$ cat config.mk
export PLATFORM = sky130hd
export DESIGN_NAME = udp_traffic_gen_flat
export DESIGN_NICKNAME = d
export VERILOG_FILES = /design/src/rtl/udp_traffic_gen_pkg.sv /design/src/rtl/AXIS_IF.sv /design/src/rtl/UDP_RX_HEADER_IF.sv /design/src/rtl/UDP_TX_HEADER_IF.sv /design/src/rtl/udp_traffic_gen.sv /design/src/flat_wrapper.sv
export SDC_FILE = /design/constraint.sdc
export NUM_CORES = 1
export LEC_CHECK = 0
export BUFFER_PORTS_ARGS = -buffer_cell sky130_fd_sc_hd__buf_2
export CORE_AREA = 3 3 141 143
export DETAILED_ROUTE_END_ITERATION = 16
export DIE_AREA = 0 0 144 146
export PLACE_DENSITY_LB_ADDON = 0.3
export REMOVE_ABC_BUFFERS = 1
export SKIP_CTS_REPAIR_TIMING = 1
export SYNTH_ARGS = -nofsm -noshare
export SYNTH_HDL_FRONTEND = slang
export SYNTH_SLANG_ARGS = --single-unit
$ cat constraint.sdc
create_clock -name clk -period 6.82 [get_ports clk]
set_clock_uncertainty 0.1 [all_clocks]
set_input_delay 1.705 -clock clk [delete_from_list [all_inputs] [get_ports clk]]
set_output_delay 1.705 -clock clk [all_outputs]
set_load 0.01 [all_outputs]
$ cat src/rtl/udp_traffic_gen_pkg.sv
// Shared types and constants for the UDP traffic generator: FSM states, the sequence-field
// width and the payload byte pattern.
package udp_traffic_gen_pkg;

  localparam int         SEQ_BYTES = 4;
  localparam logic [7:0] IP_TTL    = 8'd64;

  typedef enum logic [1:0] {
    IDLE,
    HDR,
    PAYLOAD,
    GAP
  } state_e;

  // The first SEQ_BYTES bytes carry the sequence number MSB first; after that each byte is its own index.
  function automatic logic [7:0] payload_byte(input logic [31:0] seq, input logic [15:0] idx);
    logic [7:0] b;
    b = idx[7:0];
    if (idx < 16'(SEQ_BYTES)) begin
      case (idx[1:0])
        2'd0:    b = seq[31:24];
        2'd1:    b = seq[23:16];
        2'd2:    b = seq[15:8];
        default: b = seq[7:0];
      endcase
    end
    return b;
  endfunction

endpackage

$ cat src/rtl/AXIS_IF.sv
// Minimal AXI-Stream bundle with a one-bit tuser.
interface AXIS_IF #(
  parameter int DATA_WIDTH = 8
);
  logic [DATA_WIDTH-1:0] tdata;
  logic                  tvalid;
  logic                  tready;
  logic                  tlast;
  logic                  tuser;

  modport Transmitter (output tdata, tvalid, tlast, tuser, input tready);
  modport Receiver    (input tdata, tvalid, tlast, tuser, output tready);
endinterface

$ cat src/rtl/UDP_RX_HEADER_IF.sv
// UDP receive header bundle: valid/ready handshake plus the decoded address and port fields.
interface UDP_RX_HEADER_IF;
  logic        hdr_valid;
  logic        hdr_ready;
  logic [31:0] ip_source_ip;
  logic [31:0] ip_dest_ip;
  logic [15:0] source_port;
  logic [15:0] dest_port;
  logic [15:0] length;
  logic [15:0] checksum;

  modport Source (
    output hdr_valid, ip_source_ip, ip_dest_ip, source_port, dest_port, length, checksum,
    input  hdr_ready
  );
  modport Sink (
    input  hdr_valid, ip_source_ip, ip_dest_ip, source_port, dest_port, length, checksum,
    output hdr_ready
  );
endinterface

$ cat src/rtl/UDP_TX_HEADER_IF.sv
// UDP transmit header bundle: valid/ready handshake plus the IP and UDP header fields.
interface UDP_TX_HEADER_IF;
  logic        hdr_valid;
  logic        hdr_ready;
  logic [5:0]  ip_dscp;
  logic [1:0]  ip_ecn;
  logic [7:0]  ip_ttl;
  logic [31:0] ip_source_ip;
  logic [31:0] ip_dest_ip;
  logic [15:0] source_port;
  logic [15:0] dest_port;
  logic [15:0] length;
  logic [15:0] checksum;

  modport Source (
    output hdr_valid, ip_dscp, ip_ecn, ip_ttl, ip_source_ip, ip_dest_ip,
           source_port, dest_port, length, checksum,
    input  hdr_ready
  );
  modport Sink (
    input  hdr_valid, ip_dscp, ip_ecn, ip_ttl, ip_source_ip, ip_dest_ip,
           source_port, dest_port, length, checksum,
    output hdr_ready
  );
endinterface

$ cat src/rtl/udp_traffic_gen.sv
// UDP packet generator: a fixed header, then a sequence-numbered payload, then an optional idle gap.
// Build option: define UDP_TRAFFIC_GEN_RX_COUNT_EN to count received payload packets.
module udp_traffic_gen
  import udp_traffic_gen_pkg::*;
#(
  parameter int          UDP_PORT    = 1234,
  parameter int          DEST_PORT   = 5678,
  parameter logic [31:0] SOURCE_IP   = {8'd192, 8'd168, 8'd1, 8'd128},
  parameter logic [31:0] DEST_IP     = {8'd192, 8'd168, 8'd1, 8'd2},
  parameter int          PAYLOAD_LEN = 16,
  parameter int          GAP_CYCLES  = 0
) (
  input  logic                clk,
  input  logic                reset,
  UDP_TX_HEADER_IF.Source     udp_tx_header_if,
  AXIS_IF.Transmitter         udp_tx_payload_if,
  UDP_RX_HEADER_IF.Sink       udp_rx_header_if,
  AXIS_IF.Receiver            udp_rx_payload_if,
  input  logic                enable,
  output logic                busy,
  output logic [31:0]         tx_packet_count,
  output logic [31:0]         rx_packet_count
);

  localparam logic [15:0] LEN      = 16'(PAYLOAD_LEN);
  localparam logic [15:0] LAST_IDX = 16'(PAYLOAD_LEN - 1);
  localparam logic [31:0] GAP_LAST = 32'(GAP_CYCLES - 1);

  state_e      state_q, state_d;
  logic        hdr_valid_q, hdr_valid_d;
  logic        tvalid_q, tvalid_d;
  logic        tlast_q, tlast_d;
  logic [7:0]  tdata_q, tdata_d;
  logic [15:0] idx_q, idx_d;
  logic [31:0] seq_q, seq_d;
  logic [31:0] tx_cnt_q, tx_cnt_d;
  logic [31:0] gap_q, gap_d;
  logic [15:0] next_idx;

  assign next_idx = idx_q + 16'd1;

  always_comb begin
    // NOTE: every variable gets its hold value first so no path through the case infers a latch.
    state_d     = state_q;
    hdr_valid_d = hdr_valid_q;
    tvalid_d    = tvalid_q;
    tlast_d     = tlast_q;
    tdata_d     = tdata_q;
    idx_d       = idx_q;
    seq_d       = seq_q;
    tx_cnt_d    = tx_cnt_q;
    gap_d       = gap_q;
    case (state_q)
      IDLE: begin
        if (enable) begin
          state_d     = HDR;
          hdr_valid_d = 1'b1;
        end
      end
      HDR: begin
        // hdr_valid_q is always high here, so hdr_ready alone completes the handshake.
        if (udp_tx_header_if.hdr_ready) begin
          state_d     = PAYLOAD;
          hdr_valid_d = 1'b0;
          tvalid_d    = 1'b1;
          idx_d       = 16'd0;
          tdata_d     = payload_byte(seq_q, 16'd0);
          tlast_d     = (LAST_IDX == 16'd0);
        end
      end
      PAYLOAD: begin
        if (udp_tx_payload_if.tready) begin
          if (tlast_q) begin
            tvalid_d = 1'b0;
            tlast_d  = 1'b0;
            seq_d    = seq_q + 32'd1;
            tx_cnt_d = tx_cnt_q + 32'd1;
            gap_d    = 32'd0;
            state_d  = (GAP_CYCLES == 0) ? IDLE : GAP;
          end else begin
            idx_d   = next_idx;
            tdata_d = payload_byte(seq_q, next_idx);
            tlast_d = (next_idx == LAST_IDX);
          end
        end
      end
      GAP: begin
        if (gap_q == GAP_LAST) state_d = IDLE;
        else                   gap_d   = gap_q + 32'd1;
      end
      default: state_d = IDLE;
    endcase
  end

  // NOTE: reset is sampled on the clock edge and clears every control flop, so a packet in
  // flight is dropped outright and tvalid is low the cycle after reset is seen.
  always_ff @(posedge clk) begin
    if (reset) begin
      state_q     <= IDLE;
      hdr_valid_q <= 1'b0;
      tvalid_q    <= 1'b0;
      tlast_q     <= 1'b0;
      tdata_q     <= 8'd0;
      idx_q       <= 16'd0;
      seq_q       <= 32'd0;
      tx_cnt_q    <= 32'd0;
      gap_q       <= 32'd0;
    end else begin
      // NOTE: non-blocking assignments so every flop samples the pre-edge value of the others.
      state_q     <= state_d;
      hdr_valid_q <= hdr_valid_d;
      tvalid_q    <= tvalid_d;
      tlast_q     <= tlast_d;
      tdata_q     <= tdata_d;
      idx_q       <= idx_d;
      seq_q       <= seq_d;
      tx_cnt_q    <= tx_cnt_d;
      gap_q       <= gap_d;
    end
  end

  assign busy            = (state_q != IDLE);
  assign tx_packet_count = tx_cnt_q;

  assign udp_tx_header_if.hdr_valid    = hdr_valid_q;
  assign udp_tx_header_if.ip_dscp      = 6'd0;
  assign udp_tx_header_if.ip_ecn       = 2'd0;
  assign udp_tx_header_if.ip_ttl       = IP_TTL;
  assign udp_tx_header_if.ip_source_ip = SOURCE_IP;
  assign udp_tx_header_if.ip_dest_ip   = DEST_IP;
  assign udp_tx_header_if.source_port  = 16'(UDP_PORT);
  assign udp_tx_header_if.dest_port    = 16'(DEST_PORT);
  assign udp_tx_header_if.length       = LEN;
  assign udp_tx_header_if.checksum     = 16'd0;

  assign udp_tx_payload_if.tdata  = tdata_q;
  assign udp_tx_payload_if.tvalid = tvalid_q;
  assign udp_tx_payload_if.tlast  = tlast_q;
  assign udp_tx_payload_if.tuser  = 1'b0;

  assign udp_rx_header_if.hdr_ready = 1'b1;
  assign udp_rx_payload_if.tready   = 1'b1;

`ifdef UDP_TRAFFIC_GEN_RX_COUNT_EN
  logic [31:0] rx_cnt_q, rx_cnt_d;

  // tready is tied high, so tvalid & tlast is the end-of-packet handshake.
  always_comb begin
    rx_cnt_d = rx_cnt_q;
    if (udp_rx_payload_if.tvalid && udp_rx_payload_if.tlast) rx_cnt_d = rx_cnt_q + 32'd1;
  end

  always_ff @(posedge clk) begin
    if (reset) rx_cnt_q <= 32'd0;
    else       rx_cnt_q <= rx_cnt_d;
  end

  assign rx_packet_count = rx_cnt_q;
`else
  assign rx_packet_count = 32'd0;
`endif

  // The receive side is a sink only; its content is deliberately ignored.
  logic unused_rx;
  assign unused_rx = ^{udp_rx_header_if.hdr_valid, udp_rx_header_if.ip_source_ip,
                       udp_rx_header_if.ip_dest_ip, udp_rx_header_if.source_port,
                       udp_rx_header_if.dest_port, udp_rx_header_if.length,
                       udp_rx_header_if.checksum, udp_rx_payload_if.tdata,
                       udp_rx_payload_if.tuser, udp_rx_payload_if.tvalid,
                       udp_rx_payload_if.tlast};

endmodule

$ cat src/flat_wrapper.sv
// flat-port wrapper written by rule: the top's interface ports become plain ports
module udp_traffic_gen_flat import udp_traffic_gen_pkg::*;
#(
  parameter int          UDP_PORT    = 1234,
  parameter int          DEST_PORT   = 5678,
  parameter logic [31:0] SOURCE_IP   = {8'd192, 8'd168, 8'd1, 8'd128},
  parameter logic [31:0] DEST_IP     = {8'd192, 8'd168, 8'd1, 8'd2},
  parameter int          PAYLOAD_LEN = 16,
  parameter int          GAP_CYCLES  = 0
)
  (clk, reset, enable, busy, tx_packet_count, rx_packet_count, udp_tx_header_if_hdr_valid, udp_tx_header_if_ip_dscp, udp_tx_header_if_ip_ecn, udp_tx_header_if_ip_ttl, udp_tx_header_if_ip_source_ip, udp_tx_header_if_ip_dest_ip, udp_tx_header_if_source_port, udp_tx_header_if_dest_port, udp_tx_header_if_length, udp_tx_header_if_checksum, udp_tx_header_if_hdr_ready, udp_tx_payload_if_tdata, udp_tx_payload_if_tvalid, udp_tx_payload_if_tlast, udp_tx_payload_if_tuser, udp_tx_payload_if_tready, udp_rx_header_if_hdr_valid, udp_rx_header_if_ip_source_ip, udp_rx_header_if_ip_dest_ip, udp_rx_header_if_source_port, udp_rx_header_if_dest_port, udp_rx_header_if_length, udp_rx_header_if_checksum, udp_rx_header_if_hdr_ready, udp_rx_payload_if_tdata, udp_rx_payload_if_tvalid, udp_rx_payload_if_tlast, udp_rx_payload_if_tuser, udp_rx_payload_if_tready);
  UDP_TX_HEADER_IF udp_tx_header_if_i ();
  AXIS_IF #(.DATA_WIDTH(8)) udp_tx_payload_if_i ();
  UDP_RX_HEADER_IF udp_rx_header_if_i ();
  AXIS_IF #(.DATA_WIDTH(8)) udp_rx_payload_if_i ();
  input  logic clk;
  input  logic reset;
  input  logic enable;
  output logic busy;
  output logic [31:0] tx_packet_count;
  output logic [31:0] rx_packet_count;
  output wire logic [$bits(udp_tx_header_if_i.hdr_valid)-1:0] udp_tx_header_if_hdr_valid;
  output wire logic [$bits(udp_tx_header_if_i.ip_dscp)-1:0] udp_tx_header_if_ip_dscp;
  output wire logic [$bits(udp_tx_header_if_i.ip_ecn)-1:0] udp_tx_header_if_ip_ecn;
  output wire logic [$bits(udp_tx_header_if_i.ip_ttl)-1:0] udp_tx_header_if_ip_ttl;
  output wire logic [$bits(udp_tx_header_if_i.ip_source_ip)-1:0] udp_tx_header_if_ip_source_ip;
  output wire logic [$bits(udp_tx_header_if_i.ip_dest_ip)-1:0] udp_tx_header_if_ip_dest_ip;
  output wire logic [$bits(udp_tx_header_if_i.source_port)-1:0] udp_tx_header_if_source_port;
  output wire logic [$bits(udp_tx_header_if_i.dest_port)-1:0] udp_tx_header_if_dest_port;
  output wire logic [$bits(udp_tx_header_if_i.length)-1:0] udp_tx_header_if_length;
  output wire logic [$bits(udp_tx_header_if_i.checksum)-1:0] udp_tx_header_if_checksum;
  input wire logic [$bits(udp_tx_header_if_i.hdr_ready)-1:0] udp_tx_header_if_hdr_ready;
  output wire logic [$bits(udp_tx_payload_if_i.tdata)-1:0] udp_tx_payload_if_tdata;
  output wire logic [$bits(udp_tx_payload_if_i.tvalid)-1:0] udp_tx_payload_if_tvalid;
  output wire logic [$bits(udp_tx_payload_if_i.tlast)-1:0] udp_tx_payload_if_tlast;
  output wire logic [$bits(udp_tx_payload_if_i.tuser)-1:0] udp_tx_payload_if_tuser;
  input wire logic [$bits(udp_tx_payload_if_i.tready)-1:0] udp_tx_payload_if_tready;
  input wire logic [$bits(udp_rx_header_if_i.hdr_valid)-1:0] udp_rx_header_if_hdr_valid;
  input wire logic [$bits(udp_rx_header_if_i.ip_source_ip)-1:0] udp_rx_header_if_ip_source_ip;
  input wire logic [$bits(udp_rx_header_if_i.ip_dest_ip)-1:0] udp_rx_header_if_ip_dest_ip;
  input wire logic [$bits(udp_rx_header_if_i.source_port)-1:0] udp_rx_header_if_source_port;
  input wire logic [$bits(udp_rx_header_if_i.dest_port)-1:0] udp_rx_header_if_dest_port;
  input wire logic [$bits(udp_rx_header_if_i.length)-1:0] udp_rx_header_if_length;
  input wire logic [$bits(udp_rx_header_if_i.checksum)-1:0] udp_rx_header_if_checksum;
  output wire logic [$bits(udp_rx_header_if_i.hdr_ready)-1:0] udp_rx_header_if_hdr_ready;
  input wire logic [$bits(udp_rx_payload_if_i.tdata)-1:0] udp_rx_payload_if_tdata;
  input wire logic [$bits(udp_rx_payload_if_i.tvalid)-1:0] udp_rx_payload_if_tvalid;
  input wire logic [$bits(udp_rx_payload_if_i.tlast)-1:0] udp_rx_payload_if_tlast;
  input wire logic [$bits(udp_rx_payload_if_i.tuser)-1:0] udp_rx_payload_if_tuser;
  output wire logic [$bits(udp_rx_payload_if_i.tready)-1:0] udp_rx_payload_if_tready;
  assign udp_tx_header_if_hdr_valid = udp_tx_header_if_i.hdr_valid;
  assign udp_tx_header_if_ip_dscp = udp_tx_header_if_i.ip_dscp;
  assign udp_tx_header_if_ip_ecn = udp_tx_header_if_i.ip_ecn;
  assign udp_tx_header_if_ip_ttl = udp_tx_header_if_i.ip_ttl;
  assign udp_tx_header_if_ip_source_ip = udp_tx_header_if_i.ip_source_ip;
  assign udp_tx_header_if_ip_dest_ip = udp_tx_header_if_i.ip_dest_ip;
  assign udp_tx_header_if_source_port = udp_tx_header_if_i.source_port;
  assign udp_tx_header_if_dest_port = udp_tx_header_if_i.dest_port;
  assign udp_tx_header_if_length = udp_tx_header_if_i.length;
  assign udp_tx_header_if_checksum = udp_tx_header_if_i.checksum;
  assign udp_tx_header_if_i.hdr_ready = udp_tx_header_if_hdr_ready;
  assign udp_tx_payload_if_tdata = udp_tx_payload_if_i.tdata;
  assign udp_tx_payload_if_tvalid = udp_tx_payload_if_i.tvalid;
  assign udp_tx_payload_if_tlast = udp_tx_payload_if_i.tlast;
  assign udp_tx_payload_if_tuser = udp_tx_payload_if_i.tuser;
  assign udp_tx_payload_if_i.tready = udp_tx_payload_if_tready;
  assign udp_rx_header_if_i.hdr_valid = udp_rx_header_if_hdr_valid;
  assign udp_rx_header_if_i.ip_source_ip = udp_rx_header_if_ip_source_ip;
  assign udp_rx_header_if_i.ip_dest_ip = udp_rx_header_if_ip_dest_ip;
  assign udp_rx_header_if_i.source_port = udp_rx_header_if_source_port;
  assign udp_rx_header_if_i.dest_port = udp_rx_header_if_dest_port;
  assign udp_rx_header_if_i.length = udp_rx_header_if_length;
  assign udp_rx_header_if_i.checksum = udp_rx_header_if_checksum;
  assign udp_rx_header_if_hdr_ready = udp_rx_header_if_i.hdr_ready;
  assign udp_rx_payload_if_i.tdata = udp_rx_payload_if_tdata;
  assign udp_rx_payload_if_i.tvalid = udp_rx_payload_if_tvalid;
  assign udp_rx_payload_if_i.tlast = udp_rx_payload_if_tlast;
  assign udp_rx_payload_if_i.tuser = udp_rx_payload_if_tuser;
  assign udp_rx_payload_if_tready = udp_rx_payload_if_i.tready;
  udp_traffic_gen #(.UDP_PORT(UDP_PORT), .DEST_PORT(DEST_PORT), .SOURCE_IP(SOURCE_IP), .DEST_IP(DEST_IP), .PAYLOAD_LEN(PAYLOAD_LEN), .GAP_CYCLES(GAP_CYCLES)) u_core (.clk(clk), .reset(reset), .udp_tx_header_if(udp_tx_header_if_i), .udp_tx_payload_if(udp_tx_payload_if_i), .udp_rx_header_if(udp_rx_header_if_i), .udp_rx_payload_if(udp_rx_payload_if_i), .enable(enable), .busy(busy), .tx_packet_count(tx_packet_count), .rx_packet_count(rx_packet_count));
endmodule
# Yosys cells after proc, flatten, opt, wreduce, memory -nomap -nowiden
# Cells that the tools add are included.
[word_totals]
register_bits = 125
in_bits = 145
output_inout_bits = 223
word_cells = 71
[op_classes]
addsub = 4
n_lt_le_gt_ge = 1
eq_ne = 14
n_mux = 30
n_reduce_logical = 13
[ops]
columns = ["operator", "count"]
rows = [
  ["$add A32 B1 Y32 const B", 3],
  ["$mux W32", 3],
  ["$pmux W32 S2", 1],
  ["$mux W16", 3],
  ["$eq A32 B32 Y1 const B", 1],
  ["$mux W8", 4],
  ["$pmux W16 S2", 1],
  ["$pmux W8 S3", 1],
  ["$add A16 B1 Y16 const B", 1],
  ["$eq A16 B4 Y1 const B", 1],
  ["$lt A16 B3 Y1 const B", 1],
  ["$pmux W8 S2", 1],
  ["$reduce_and A4 Y1", 3],
  ["$mux W2", 5],
  ["$ne A2 B2 Y1 const B", 5],
  ["$reduce_and A3 Y1", 3],
  ["$pmux W2 S4", 1],
  ["$reduce_bool A2 Y1", 4],
  ["$mux W1", 7],
  ["$eq A2 B2 Y1 const B", 3],
  ["$pmux W1 S2", 3],
  ["$reduce_and A5 Y1", 1],
  ["$eq A2 B1 Y1 const B", 2],
  ["$logic_not A2 Y1", 2],
  ["$ne A2 B1 Y1 const B", 2],
]

# Longest topological paths before layout
# Gate-level depths: netlist (run 1).
[logic_depth]
depth_word = 7
ltp_mapped = 9
depth_no_buf = 8

# Least setup slack after synthesis (run 1)
# Ideal clock, no wire load.
[synth_path]
path_type = "input-to-reg"
from = "in udp_tx_payload_if_tready"
to = "reg u_core.seq_q[30]"
arrival_time_ns = 3.280
path_slack_ns = 3.312
path_stages = 9
n_path_buf = 2
cell_sequence = "and4b_1 -> clkbuf_1 -> and3_1 -> clkbuf_1 -> nand3_1 -> nor3_1 -> nand4_1 -> xor2_1 -> nor2_1"
[synth_via]
elab_chain_len = 1
[synth_rtl]
columns = ["item", "line", "rtl"]
rows = [
  ["start: declaration", "flat_wrapper.sv:37", "input wire logic [$bits(udp_tx_payload_if_i.tready)-1:0] udp_tx_payload_if_tready;"],
  ["$reduce_and A3 Y1 (no source line)", "n/a", ""],
  ["end signal: assignment", "udp_traffic_gen.sv:116", "seq_q <= seq_d;"],
  ["end: declaration", "udp_traffic_gen.sv:35", "logic [31:0] seq_q, seq_d;"],
]
# No other way between the ends.
# A chain may end at the register's enable or synchronous reset.

# Final worst setup path (run 1)
[layout_path]
from = "in udp_tx_payload_if_tready"
to = "reg u_core.seq_q[31]"
# Same word-level chain as after synthesis.

==> run summary, run 1 <==
Diode count: 0
Place WS: 2.77 ns
Max_slew headroom: 0.450
Hpwl dp: 10.4 mm
Share of post-route cells with drive strength above 1: 0.0977
Post-synth EDFFs: 0
Worst-path clk slew: 0.06 ns
TritonCTS clock tree: built
Area growth from synthesis to layout: 4.93%
Fmax: 274 MHz
Pins Over Slew Limit: 0
Area after DPL: 7190 sq um
Via density: 4.73
DR vias: 5,759
Post-Syn Area per Cell: 7.96 sq um
Worst path cell trace: buf_2 > and4b_1 > nand4_1 > nor4_1 > buf_4 > nand2b_1 > or3_1 > a21oi_1
Synth Register Bits: 125
Clock Latency Late Sink: 0.42 ns
Number of global-route vias before repair: 4,911
Cell taking the most area after synthesis: dfxtp_1
Die area: 21,000 sq um
First-pass GRT wire length: 24.2 mm
Hold WC Path Type: flip-flop to flip-flop
Sequential fraction of the synthesis area: 0.334
Yosys cell types: 54
Peak VDD IR: 0.000163 V
Sw Pwr: 0.440 mW
Final core utilization: 0.420
Setup CP Type: input pin to flip-flop
Status: finished clean
Max Cap Viol: 0
Setup crit end kind: flip-flop
TritonRoute pass-1 iters: 5
Antenna violations before repair: 0
Post-route cell area: 7850 sq um
Post-synth design cell area: 7480 sq um
Post-synth ARST share: 0
Top cells by area, synth: dfxtp_1 (33%), buf_4 (18%), nor2_1 (6.1%)
Global route total overflow: 0
Fill count: 1,897
WL per Instance: 12.4 um
Final Hold Viols: 0
Crit path from: udp_tx_payload_if_tready
Pwr/cell area: 236 nW/um^2
Pint: 1.41 mW
Crit path max-delay cell type: and4b_1
Required time of the critical path: 7.06 ns
Startpoint types: input pin
Net Sw Frac: 0.238
Synth top area share: 0.334
YS warnings: 0
DRC viols: 0
Final setup vio count: 0
Reg-to-Reg Start: u_core.idx_q[0]
Tmin final: 3.65 ns
Cell row count: 50
Final nets: 1,123
Initial DRC count: 397
Pin count of the biggest net entering global routing: 56
Clock Power Share: 0.543
Core ar.: 18,700 sq um
Initial Utilization: 0.400
PortBufs: 48
TritonCTS Buffers: 17
Synth Flop Type: dfxtp_1
Gate Count Post-Synth: 940
Hold_sp: u_core.udp_tx_payload_if.tvalid
Worst Path Arrival: 3.88 ns
Final WS setup: 3.17 ns
Final setup TNS: 0 ns
Comb pwr share: 0.055
Top Family by Delay on Critical Path: simple AND/OR/NAND/NOR gates
Sequential share of power: 0.402
Drt total wl: 15.1 mm
Worst slew pin tran: 0.822 ns
Remaining antenna violation count: 0
Leakage: 3.18 nW
Final GP Congestion: 0.833
Die Ht: 146 um
Clk sinks: 125
CTS max path bufs: 2
CP max FO: 11
# IOs: 368
Fin crit share: 0.534
CTS root buffer: clkbuf_16
CP Buf/Inv Count: 2
H-tree lvl count: 4
All-Layer GR Usage: 0.139
RSZ-0062 raised after global routing: false
Horiz. Die Dim: 144 um
CP max stage delay: 0.51 ns
[final cells by class]
class | count | area, sq um | area share
multi-input cells | 761 | 4080 | 0.520
flip-flops and latches | 125 | 2500 | 0.319
clock buffers | 21 | 480 | 0.0612
well taps | 234 | 293 | 0.0373
repair buffers | 51 | 263 | 0.0335
clock inverters | 11 | 180 | 0.0229
inverters | 14 | 52.6 | 0.00669
[state kept, by name, summed over array words and instances (netlist names)]
name and count:
u_core.udp_tx_payload_if.tdata 8, u_core.udp_tx_header_if.hdr_valid 1, u_core.state_q 2, u_core.idx_q 16, u_core.udp_tx_payload_if.tvalid 1, u_core.gap_q 32
u_core.udp_tx_payload_if.tlast 1, u_core.tx_packet_count 32, u_core.seq_q 32
[routing by layer]
layer	wire (um)	global-route usage
met1	7010	0.186
met3	944	0.0381
met2	6960	0.219
met5	0	0
met4	138	0.0377
[layout by cell type, fill, tap and decap left out, types with 8 or more instances in the layout]
master and n:
or3_1 27, a222oi_1 8, xnor2_1 30, nor3_1 19, nand3_1 34, and4_1 8, buf_2 48, conb_1 179
dfxtp_1 125, ha_1 8, and3_1 19, clkbuf_16 17, o21ai_0 39, nor4_1 13, a21oi_1 46, xor2_1 48
nand4_1 30, nand2_1 70, inv_1 14, nor2_1 122
[power by group through the flow]
stage / combinational, mW / sequential, mW / clock [mW]
after detailed placement: 0.0997 / 0.761 / 0
after global routing: 0.116 / 0.746 / 1.06
after CTS: 0.0999 / 0.744 / 1.03
after global placement: 0.0996 / 0.760 / 0
after floorplan: 0.0706 / 0.762 / 0
final: 0.102 / 0.745 / 1.00
[cells by family (layout without fill, tap and decap cells)]
kind of cell,count (synthesis),count (layout),share of synthesized area
compound gates,118,118,0.0941
xor+xnor,78,78,0.0913
fa+ha+maj,8,8,0.0134
buf+inv,231,97,0.209
flops,125,125,0.334
mux,5,5,0.00702
other cells,2,179,0.00100
simple gates,373,373,0.250
[worst reg2reg max path, stage by stage (launching register included)]
cell and delay [ns]:
dfxtp_1 0.55, ha_1 0.56, and4_2 0.45, nand4_1 0.14, xor2_1 0.21, o2111ai_1 0.24, nor4_4 0.56, mux2_2 0.41
a211oi_1 0.21
[synth_stat cells (3+ instances only)]
master,count
xnor2_1,30
a21oi_1,46
nor3b_1,3
inv_1,14
and3_1,19
a31oi_1,6
dfxtp_1,125
clkbuf_2,3
and2_1,5
a211oi_1,6
xor2_1,48
ha_1,8
nor3_1,19
nor2_1,122
clkbuf_1,32
mux2i_1,3
nand4_1,30
nand2b_1,6
nor4_1,13
o21ai_0,39
nand3_1,34
and4_1,8
buf_4,179
or3_1,27
a311oi_1,5
nand2_1,70
a222oi_1,8
[final timing paths]
| check | end | slack, ns | depth (start not counted) |
|---|---|---|---|
| min | u_core.udp_tx_payload_if.tvalid | 0.38 | 2 |
| max | u_core.seq_q[31] | 3.17 | 8 |
| max reg2reg | u_core.udp_tx_payload_if.tdata[0] | 3.32 | 8 |
| min reg2reg | u_core.udp_tx_payload_if.tvalid | 0.38 | 2 |
[through the flow]
| stage | hold WS (ns) | total power, mW | std cells |
|---|---|---|---|
| floorplan | 0.358 | 0.832 | 900 |
| global route | 0.407 | 1.92 | 1217 |
| finish | 0.384 | 1.85 | 1217 |
| CTS | 0.377 | 1.87 | 1217 |
| detailed placement | 0.354 | 0.860 | 1185 |
| global placement | 0.354 | 0.860 | 1185 |
Power figures use the tool's default switching activity.
==> run 2: changes to the inputs <==
CORE_AREA = 3 3 142 144   (was 3 3 141 143)
DIE_AREA = 0 0 145 147   (was 0 0 144 146)
clock period = 2.9 ns   (was 6.82 ns; I/O delays follow)
==> run 2 against run 1 <==
Effect of this change:
- sequential power rose by 130%
- largest power group unchanged
- register-to-register slack got worse by 3.1 ns
- cell count rose by 5.0%
- critical endpoint is now u_core.udp_tx_payload_if.tdata[0]
- design area rose by 3.6%
- utilization rose by 1.2 points
- global-route usage rose by 0.31 points
==> run summary, run 2 (synthesis gave the netlist of run 1 again) <==
Pwr/cell area: 522 nW/um^2 (+120%)
TritonRoute pass-1 iters: 9 (+4)
Fin crit share: 0.934
Remaining antenna violation count: 0 (unchanged)
CTS max path bufs: 2 (unchanged)
# IOs: 368 (unchanged)
Die Ht: 147 um (+0.68%)
Clock Latency Late Sink: 0.41 ns (about the same)
Core ar.: 18,800 sq um (+0.67%)
Final setup TNS: 0 ns (unchanged)
Share of post-route cells with drive strength above 1: 0.132 (+0.0341)
Startpoint types: flip-flop
Hpwl dp: 11.2 mm (+7.5%)
Horiz. Die Dim: 145 um (+0.69%)
Max Cap Viol: 0 (unchanged)
Max_slew headroom: 0.589 (+0.139)
Clk sinks: 125 (unchanged)
DR vias: 5,956 (+3.4%)
RSZ-0062 raised after global routing: false
R2R depth: 9 (+1)
Hold path cells: 2 (unchanged)
Pin count of the biggest net entering global routing: 79 (+41%)
Setup CP Type: flip-flop to flip-flop
Fmax: 369 MHz
Antenna violations before repair: 0 (unchanged)
Via density: 4.66 (-1.5%)
Most frequent cells in the layout: conb_1 (179), nor2_1 (122), dfxtp_1 (122), nand2_1 (70)
Pins Over Slew Limit: 0 (unchanged)
H-tree lvl count: 4 (unchanged)
Place WS: 0.0833 ns (-2.69 ns)
Final core utilization: 0.432 (+0.0121)
TritonCTS clock tree: built
CTS root buffer: clkbuf_16
CP max FO: 7 (-4)
All-Layer GR Usage: 0.142 (+0.00311)
Worst slew pin tran: 0.615 ns (-0.206 ns)
Initial Utilization: 0.397 (-0.00266)
Initial DRC count: 376 (-5.3%)
Required time of the critical path: 3.13 ns (-3.93 ns)
Peak VDD IR: 0.000392 V (+140%)
Leakage: 3.33 nW (+4.8%)
Final WS setup: 0.190 ns (-2.98 ns)
Drt total wl: 15.9 mm (+5.4%)
First-pass GRT wire length: 25.3 mm (+4.3%)
Cell row count: 50 (unchanged)
Number of global-route vias before repair: 5,110 (+4.1%)
Die area: 21,300 sq um (+1.4%)
Worst-path clk slew: 0.06 ns (about the same)
Post-route cell area: 8130 sq um (+3.6%)
Area growth from synthesis to layout: 8.68%
Final setup vio count: 0 (unchanged)
DRC viols: 0 (unchanged)
Final Hold Viols: 0 (unchanged)
Setup crit end kind: flip-flop
TritonCTS Buffers: 17 (unchanged)
PortBufs: 48 (unchanged)
Final GP Congestion: 0.820 (-1.6%)
Final nets: 1,157 (+3.0%)
Area after DPL: 7490 sq um (+4.2%)
Hold WC Path Type: flip-flop to flip-flop
Tmin final: 2.71 ns
Global route total overflow: 0 (unchanged)
WL per Instance: 12.4 um (+0.41%)
Worst Path Arrival: 2.94 ns (-0.94 ns)
Commonest non-fill, non-tap cell in the layout: conb_1
Status: finished clean
==> run 2: changes by cell type in the layout (fill, tap and decap cells not counted), moves of 2 or more <==
| cell | delta |
|---|---|
| buf_4 | +32 |
| clkbuf_1 | +2 |
| clkbuf_8 | -3 |
| clkinv_2 | +5 |
| clkinv_4 | -3 |
| dfxtp_1 | -3 |
| dfxtp_2 | +3 |
| inv_6 | -2 |
==> run 2: metal layers <==
layer | global-route usage | wire (um) | vias to the layer above
met4 | 0.0399 | 139 | 0
met2 | 0.225 | 7210 | 204
met5 | 0 | 0 | -
met1 | 0.186 | 7380 | 2756
met3 | 0.0472 | 1160 | 8
li1 | - | - | 2988
==> run 2: final timing paths <==
kind	from	end	slack [ns]
hold / removal	u_core.udp_tx_payload_if.tvalid	u_core.udp_tx_payload_if.tvalid	0.37
setup reg to reg	u_core.idx_q[0]	u_core.udp_tx_payload_if.tdata[0]	0.19
setup / recovery	u_core.idx_q[0]	u_core.udp_tx_payload_if.tdata[0]	0.19
hold reg to reg	u_core.udp_tx_payload_if.tvalid	u_core.udp_tx_payload_if.tvalid	0.37
==> run 2: cell type report <==
class,count,area [sq um]
Antenna cell,1,2.50
Clock buffer,20,447
Clock inverter,12,169
Fill cell,1899,10700
Inverter,14,52.6
Multi-Input combinational cell,761,4100
Sequential cell,125,2510
Tap cell,260,325
Timing Repair Buffer,85,534
==> run 2: critical path, stage by stage (launching register included) <==
cell      delay [ns]
dfxtp_2         0.34
ha_1            0.21
and4_4          0.23
buf_4           0.16
a211oi_2        0.18
a31oi_1         0.10
or3_4           0.37
nor4_4          0.35
mux2_2          0.37
a211oi_1        0.21
==> run 2: power by group <==
part / switching, mW / internal, mW / leakage, nW / total, mW
logic: 0.211 / 0.0525 / 2.02 / 0.263
clock network: 0.779 / 1.45 / 0.300 / 2.23
registers: 0.0122 / 1.73 / 1.01 / 1.75
total: 1.00 / 3.24 / 3.33 / 4.24
==> run 2: through the flow <==
step                std cells  hold WS (ns)  total power [mW]
floorplan                 900         0.358              1.96
global placement         1245         0.355              2.04
detailed placement       1245         0.359              2.04
CTS                      1277         0.374              4.29
global route             1277         0.392              4.41
finish                   1278         0.373              4.24
==> run 3: changes to the inputs <==
CORE_AREA = 2 2 141 143   (was 3 3 142 144)
DIE_AREA = 0 0 143 145   (was 0 0 145 147)
==> run 3 against run 2 <==
Effect of this change:
- combinational power down 2%
- sequential share of layout area about the same
- worst hold slack better by 0.0093 ns
- flip-flop and latch count unchanged
- sequential power about the same
- die area down 2.7%
- clock power about the same
- non-clock buffer count up 2
- design area unchanged
- register-to-register slack worse by 0.07 ns
- wire length down 2.7%
- critical path depth up 1
- critical endpoint is now u_core.udp_tx_payload_if.tdata[3]
- highest routed layer unchanged
==> run summary, run 3 (synthesis gave the netlist of run 1 again) <==
Status: finished clean
Max_slew headroom: 0.486 (-0.102)
Diode count: 0 (-1)
Remaining antenna violation count: 0 (unchanged)
GRT met1 Usage: 0.197 (+0.0113)
Commonest non-fill, non-tap cell in the layout: conb_1
Pins Over Slew Limit: 0 (unchanged)
Setup crit end kind: flip-flop
Via density: 4.65 (-0.20%)
Area growth from synthesis to layout: 8.68% (unchanged)
Final GP Congestion: 0.784 (-4.4%)
Antenna violations before repair: 0 (unchanged)
GR Util met3: 0.0366 (-0.0106)
WL per Instance: 12.0 um (-3.2%)
CP max FO: 9 (+2)
Global route total overflow: 0 (unchanged)
Hpwl dp: 11.0 mm (-1.7%)
Worst-path clk slew: 0.06 ns (about the same)
Clk sinks: 125 (unchanged)
Max Cap Viol: 0 (unchanged)
Hold WC Path Type: flip-flop to flip-flop
Clock Latency Late Sink: 0.41 ns (about the same)
Most frequent cells in the layout: conb_1 (179), dfxtp_1 (125), nor2_1 (122), nand2_1 (70), buf_2 (48)
Minimum hold slack: 0.382 ns (+0.00934 ns)
Final nets: 1,159 (+0.17%)
All-Layer GR Usage: 0.150 (+0.00785)
DR vias: 5,972 (+0.27%)
TritonCTS Buffers: 17 (unchanged)
Fin crit share: 0.959 (+0.0246)
PortBufs: 48 (unchanged)
# IOs: 368 (unchanged)
Setup CP Type: flip-flop to flip-flop
Startpoint types: flip-flop
First-pass GRT wire length: 25.3 mm (+0.25%)
Core ar.: 19,200 sq um (+2.0%)
TritonRoute pass-1 iters: 5 (-4)
Die Ht: 145 um (-1.4%)
H-tree lvl count: 4 (unchanged)
Pin count of the biggest net entering global routing: 68 (-14%)
Initial Utilization: 0.390 (-0.00779)
Final setup TNS: 0 ns (unchanged)
Required time of the critical path: 3.10 ns (-0.03 ns)
M2 GR Usage: 0.240 (+0.0153)
Drt total wl: 15.5 mm (-2.7%)
Leakage: 3.34 nW (+0.42%)
Top Usage Layer GRT: met2
Initial DRC count: 460 (+22%)
Tmin final: 2.78 ns (+0.0714 ns)
Worst Path Arrival: 2.98 ns (+0.04 ns)
CTS max path bufs: 2 (unchanged)
Horiz. Die Dim: 143 um (-1.4%)
TritonCTS clock tree: built
Number of global-route vias before repair: 5,170 (+1.2%)
Fmax: 360 MHz (-2.6%)
Peak VDD IR: 0.000418 V (+6.8%)
Pwr/cell area: 519 nW/um^2 (-0.46%)
Die area: 20,700 sq um (-2.7%)
Share of post-route cells with drive strength above 1: 0.132 (-0.000259)
CTS root buffer: clkbuf_16
Worst slew pin tran: 0.770 ns (+0.155 ns)
Cell row count: 51 (+2.0%)
DRC viols: 0 (unchanged)
Final Hold Viols: 0 (unchanged)
Final setup vio count: 0 (unchanged)
[run 3: worst paths after layout]
kind              cells past startpoint                                end                        from  slack [ns]
setup reg to reg                     10  u_core.udp_tx_payload_if.tdata[3]             u_core.idx_q[1]        0.12
setup / recovery                     10  u_core.udp_tx_payload_if.tdata[3]             u_core.idx_q[1]        0.12
hold / removal                        2         u_core.tx_packet_count[31]  u_core.tx_packet_count[31]        0.38
hold reg to reg                       2         u_core.tx_packet_count[31]  u_core.tx_packet_count[31]        0.38
[run 3: per-layer routing]
layer,share of wire,routed length (um)
met1,0.46,7110
met4,0.012,193
met5,0,0
met3,0.061,941
met2,0.47,7210
[run 3: worst max-delay path, cell delays in order, from the launching register on]
cell	delay, ns
dfxtp_1	0.38
buf_4	0.17
ha_1	0.17
and4_4	0.29
and3_1	0.23
mux2_2	0.34
a41oi_1	0.34
nor4_4	0.09
buf_4	0.18
a211oi_1	0.27
nor4_1	0.09
[run 3: final cells by class]
| type | instances | area, sq um |
|---|---|---|
| fillers | 1930 | 11100 |
| multi-input cells | 761 | 4100 |
| flip-flops and latches | 125 | 2500 |
| repair buffers | 87 | 533 |
| clock buffers | 19 | 453 |
| well taps | 265 | 332 |
| clock inverters | 13 | 164 |
| inverters | 14 | 52.6 |
[run 3: report_power, final]
| group | leakage (nW) | internal, mW | switching (mW) |
|---|---|---|---|
| clock network | 0.300 | 1.40 | 0.817 |
| registers | 1.01 | 1.73 | 0.0113 |
| logic | 2.03 | 0.0514 | 0.208 |
| total | 3.34 | 3.19 | 1.04 |
[run 3: metrics by stage]
step / setup WS [ns] / power [mW] / instance area (sq um) / utilization / cells
after floorplan: -0.142 / 1.96 / 6640 / - / 900
after detailed placement: 0.0478 / 2.04 / 7500 / 0.390 / 1252
after global routing: -0.00818 / 4.39 / 8130 / 0.423 / 1284
after CTS: 0.0473 / 4.28 / 8120 / 0.423 / 1284
final: 0.119 / 4.22 / 8130 / 0.423 / 1284
after global placement: 0.0708 / 2.04 / 7500 / 0.390 / 1252
